**config.mk**
```make
export PLATFORM = sky130hd
export DESIGN_NAME = regfile_wb_arbiter
export DESIGN_NICKNAME = d
export VERILOG_FILES = /design/src/rtl/regfile_wb_arbiter.sv
export SDC_FILE = /design/constraint.sdc
export NUM_CORES = 1
export LEC_CHECK = 0
export CAP_MARGIN = 20
export CELL_PAD_IN_SITES_DETAIL_PLACEMENT = 0
export CELL_PAD_IN_SITES_GLOBAL_PLACEMENT = 2
export CORE_MARGIN = 8
export CORE_UTILIZATION = 16
export CTS_CLUSTER_SIZE = 28
export DETAILED_ROUTE_END_ITERATION = 10
export PLACE_DENSITY_LB_ADDON = 0.1
export SYNTH_ARGS = -nofsm -noshare
export SYNTH_HDL_FRONTEND = slang
export SYNTH_SLANG_ARGS = --single-unit
```
**constraint.sdc**
```tcl
create_clock -name clk -period 1.55 [get_ports clk]
set_clock_uncertainty 0.05 [all_clocks]
set_input_delay 0.155 -clock clk [delete_from_list [all_inputs] [get_ports clk]]
set_output_delay 0.155 -clock clk [all_outputs]
set_load 0.01 [all_outputs]
```
**src/rtl/regfile_wb_arbiter.sv**
```systemverilog
// regfile_wb_arbiter: round-robin write-back arbiter for the register file write port; REGFILE_WB_SCOREBOARD_EN adds busy-bit hazard tracking.
module regfile_wb_arbiter #(
  parameter int RWIDTH = 6,
  parameter int DWIDTH = 32
) (
  input  logic              clk,
  input  logic              rst_n,
  input  logic              req0_valid,
  input  logic [RWIDTH-1:0] req0_addr,
  input  logic [DWIDTH-1:0] req0_data,
  output logic              req0_ready,
  input  logic              req1_valid,
  input  logic [RWIDTH-1:0] req1_addr,
  input  logic [DWIDTH-1:0] req1_data,
  output logic              req1_ready,
  output logic [RWIDTH-1:0] wa,
  output logic [DWIDTH-1:0] wd,
  output logic              we,
  input  logic              rsv_valid,
  input  logic [RWIDTH-1:0] rsv_addr,
  input  logic [RWIDTH-1:0] ra1,
  input  logic [RWIDTH-1:0] ra2,
  output logic              hazard1,
  output logic              hazard2
);
  logic              last;
  logic              xfer;
  logic [RWIDTH-1:0] sel_addr;
  logic [DWIDTH-1:0] sel_data;
  // last=1 means req1 was granted most recently, so req0 wins the next contention
  assign req0_ready = req0_valid && (!req1_valid || last);
  assign req1_ready = req1_valid && (!req0_valid || !last);
  assign xfer       = req0_ready || req1_ready;
  assign sel_addr   = req1_ready ? req1_addr : req0_addr;
  assign sel_data   = req1_ready ? req1_data : req0_data;
  always_ff @(posedge clk or negedge rst_n) begin
    if (!rst_n) begin
      last <= 1'b1;
      we   <= 1'b0;
      wa   <= '0;
      wd   <= '0;
    end else begin
      we <= xfer && (sel_addr != '0);
      if (xfer) last <= req1_ready;
      if (xfer && (sel_addr != '0)) begin
        wa <= sel_addr;
        wd <= sel_data;
      end
    end
  end
`ifdef REGFILE_WB_SCOREBOARD_EN
  logic [2**RWIDTH-1:0] busy;
  // clear follows the registered write; a same-edge reservation overrides it
  always_ff @(posedge clk or negedge rst_n) begin
    if (!rst_n) begin
      busy <= '0;
    end else begin
      if (we) busy[wa] <= 1'b0;
      if (rsv_valid && (rsv_addr != '0)) busy[rsv_addr] <= 1'b1;
    end
  end
  assign hazard1 = busy[ra1] && (ra1 != '0);
  assign hazard2 = busy[ra2] && (ra2 != '0);
`else
  logic unused_sb;
  assign unused_sb = ^{rsv_valid, rsv_addr, ra1, ra2};
  assign hazard1   = 1'b0;
  assign hazard2   = 1'b0;
`endif
endmodule
```
Word-level counts from Yosys, hierarchy flattened
Cells that the tools add are included.
Word-level totals
  register bits: 40
  bits in latches: 0
  RAM bits: 0
  ROM bits: 0
  input port bits: 99
  output and inout port bits: 43
  word-level logic and storage cells: 16
  memories: 0
Cells by class
  add/sub/neg operators: 0
  multiply operators: 0
  div/mod/pow operators: 0
  $lt $le $gt $ge: 0
  equal/unequal tests: 0
  shift-type cells: 0
  mux-type cells: 2
  bitwise operators: 0
  reduce and logical (&&, ||, !) cells: 10
Operators with widths (number)
  2-to-1 mux 32 bit: 1
  2-to-1 mux 6 bit: 1
  nonzero test 6 bit: 1
  logical AND 1 bit: 3
  logical NOT 1 bit: 3
  logical OR 1 bit: 3

Longest topological paths before layout
  word-level depth: 6
  depth in mapped cells: 6
  depth with buffers taken out: 5

Worst setup path before layout
OpenSTA, ideal clock, no wires.
  kind: register -> register
  from: register last
  to: register wa[0]
  setup time: 0.125 ns
  data arrival time: 1.413 ns
  data required time: 1.375 ns
  slack: -0.038 ns
  stages on the path, launching flop included: 6
  buffers on the path: 1
  period minus slack after synthesis: 1.588 ns
  cell sequence: dfstp_2 -> a21bo_2 -> nor4_4 -> nor3b_2 -> buf_6 -> mux2_4
On the way
  cells in the longest elaborated chain, start to end: 6
  elaborated cells on any way between the ends: 9
  those cells by class: 1 x mux; 8 x reduce/logical
Ends and longest elaborated chain
  from (decl): line 26  | logic last;
  from (signal assigned): line 44  | if (xfer) last <= req1_ready;
  logical NOT 1 bit: line 32  | assign req1_ready = req1_valid && (!req0_valid || !last);
  logical OR 1 bit: line 32
  logical AND 1 bit: line 32
  2-to-1 mux 6 bit: line 34  | assign sel_addr = req1_ready ? req1_addr : req0_addr;
  nonzero test 6 bit: line 45  | if (xfer && (sel_addr != '0)) begin
  logical AND 1 bit: line 45
  to (signal assigned): line 46  | wa <= sel_addr;
  to (decl): line 16  | output logic [RWIDTH-1:0] wa,
Several ways; a longest one is shown, not always the timed one.
A chain may end at the register's enable or synchronous reset.

Final worst setup path
  from: register last
  to: register wd[9]
On the way
  cells in the longest elaborated chain, start to end: 6
  elaborated cells on any way between the ends: 10
  those cells by class: 2 x mux; 8 x reduce/logical
Ends and longest elaborated chain
  logical NOT 1 bit: line 32
  logical OR 1 bit: line 32
  logical AND 1 bit: line 32
  2-to-1 mux 6 bit: line 34
  nonzero test 6 bit: line 45
  logical AND 1 bit: line 45
  to (signal assigned): line 47  | wd <= sel_data;
  to (decl): line 17  | output logic [DWIDTH-1:0] wd,
Several ways; a longest one is shown, not always the timed one.

==> impl_metrics.json <==
{
  "antenna_cells": 0,
  "cts_tree": "yes",
  "coreArea_sq_um": 11400,
  "port_buffers": 120,
  "grt_max_degree": 23,
  "avgSynthCellArea_sq_um": 11.6,
  "drt-pass1-iter-count": 4,
  "ys_types": 24,
  "p_int_uw": 2530,
  "hold_viol_final": 0,
  "die_width_um": 124,
  "wl_per_cell_um": 18.4,
  "whs_ns": 0.228,
  "antenna_found_initial": 0,
  "synth_edf_count": 0,
  "num_rows": 39,
  "violations": "setup timing",
  "fin_crit_sh": 1.05,
  "status": "finished with violations",
  "synthArstFlopShare": 1.00,
  "cts_made_buffers": 5,
  "synth.area.top_cells": "dfrtp_1, a2bb2oi_1, o22ai_1",
  "vias": 1846,
  "crit_path_end_kind": "flip-flop",
  "netlist_instances": 160,
  "ios": 142,
  "syn-cell-area_sq_um": 1850,
  "globalplace.congestion": 0.674,
  "clkPwrFrac": 0.302,
  "synth_warnings": 0,
  "p_leak_uw": 0.00149,
  "pre_cts_slack_ns": -0.595,
  "first_global_vias": 2113,
  "min_period_ns": 1.63,
  "path_clk_slew_ns": 0.06,
  "slew_violations": 0,
  "clock_path_buffers": 2,
  "min_path_type": "input pin to async pin",
  "crit_type": "flip-flop to flip-flop",
  "die_area_sq_um": 15300,
  "fmax_mhz": 615,
  "ys.flop_type": "dfrtp_1",
  "final_cell_count_no_fill": 442,
  "synth-seq-cells": 40,
  "comb_power_share": 0.326,
  "p_per_area_nw_per_um2": 924,
  "grt_use_total": 0.102,
  "num-nets-final": 397,
  "met2_length_um": 3980,
  "cp.required_ns": 1.70,
  "drt_wl_total_um": 8140,
  "grt_setup_unrepaired": "true",
  "viasPerCell": 4.18,
  "top_layer": "met4",
  "cp_max_fo": 11,
  "setup_viol": 38,
  "setup_ws_ns": -0.0762,
  "clock-sinks": 40,
  "dp.cells": 428,
  "final_cell_mix": "clkdlybuf4s50_1, dfrtp_1, o22ai_1",
  "dr_wl_met3_um": 835,
  "final_common_cell": "clkdlybuf4s50_1",
  "die-height_um": 124,
  "areaGrowthSynthToFinish_pct": 99.8,
  "first_iter_violations": 55,
  "p_switching_uw": 893,
  "ys_seq_area_frac": 0.540,
  "synth_top_area_cell": "dfrtp_1",
  "critPathArrivalTime_ns": 1.77,
  "start_kind": "flip-flop",
  "drtAntennaViolNets": 0,
  "switching_share": 0.261,
  "synth_top_area_frac": 0.526,
  "clk_latency_ns": 0.27,
  "start_util": 0.163,
  "clock_tree.htree_level_count": 2,
  "max_cap_viol_count": 0,
  "post-route-drc-count": 0,
  "vdd_drop_max_mv": 0.355,
  "drive_above_1_share": 0.241,
  "hpwl_um": 5940,
  "wl_met1_um": 3290,
  "grt-ovfl-total": 0,
  "pwr-share-seq": 0.372,
  "grt_pass1_wl_um": 12000,
  "root_buffer": "clkbuf_16"
}
layout make-up:
type                    instances  area (sq um)
clock buffers                   8           146
fillers                      1182          7660
inverters                       4          15.0
multi-input cells             100           891
flip-flops and latches         40          1000
well taps                     143           179
repair buffers                147          1470
cell usage after synthesis, types with 2 or more instances:
cell and n:
nor2_1 2, inv_1 4, o22ai_1 32, a2bb2oi_1 32, buf_6 5, nand2_1 16
clkbuf_1 7, mux2_4 5, dfrtp_1 39, buf_4 2, buf_2 2, o21ai_0 2
stage by stage:
step	total power (uW)	area [sq um]	TNS, ns	utilization
global route	3610	3700	-4.14	0.326
finish	3420	3700	-1.45	0.326
CTS	3400	3540	-1.36	0.312
global placement	2310	3320	-19.56	0.292
detailed placement	2300	3320	-20.62	0.292
floorplan	1650	1860	-0.128	-
metal layers:
metal,track usage,up-vias
met1,0.115,891
met3,0.0462,2
met4,0.0226,0
li1,-,883
met2,0.172,70
met5,0,-
flip-flops by register name (all words and copies together), names as in the netlist:
| name | flops |
|---|---|
| wa | 6 |
| last | 1 |
| we | 1 |
| wd | 32 |
path summary, 6_finish.rpt:
kind	end	slack, ns	from	depth (start not counted)
worst max-delay path	wd[9]	-0.08	last	6
worst min-delay path	wd[11]	0.23	rst_n	2
worst max register to register	wd[9]	-0.08	last	6
worst min register to register	wa[3]	0.47	wa[3]	1
max in group asynchronous	wa[1]	0.67	rst_n	3
min in group clk	wa[5]	0.26	req1_addr[5]	4
power groups by stage:
stage	clock (uW)	combinational, uW	sequential (uW)
2_1_floorplan	0	318	1330
3_3_place_gp	0	1030	1280
5_1_grt	1120	1200	1290
4_1_cts	1080	1060	1260
6_report	1030	1120	1270
3_5_place_dp	0	1020	1270
logic make-up (layout without fill, tap and decap cells):
group,Yosys count,after routing,share of synthesized area
other,1,2,0.00202
AOI/OAI and AO/OA,68,68,0.275
DFF,40,40,0.540
buffers and inverters,21,159,0.0688
muxes,5,5,0.0405
and+or+nand+nor,25,25,0.0736
critical path, stage by stage (launching register included):
cell,delay (ns)
dfstp_2,0.54
a21bo_4,0.17
nor4_4,0.05
nor3b_4,0.22
buf_6,0.17
clkbuf_16,0.18
a2bb2oi_1,0.16
what timing repair did:
action	CTS	global route
hold buffers	1	0
hold endpoints to repair	8	0
cloned	0	1
setup endpoints to repair	41	39
buffers inserted	4	0
pin swaps	4	0
gates resized for setup	31	22
Note: power is estimated with default switching activity, not from simulation.
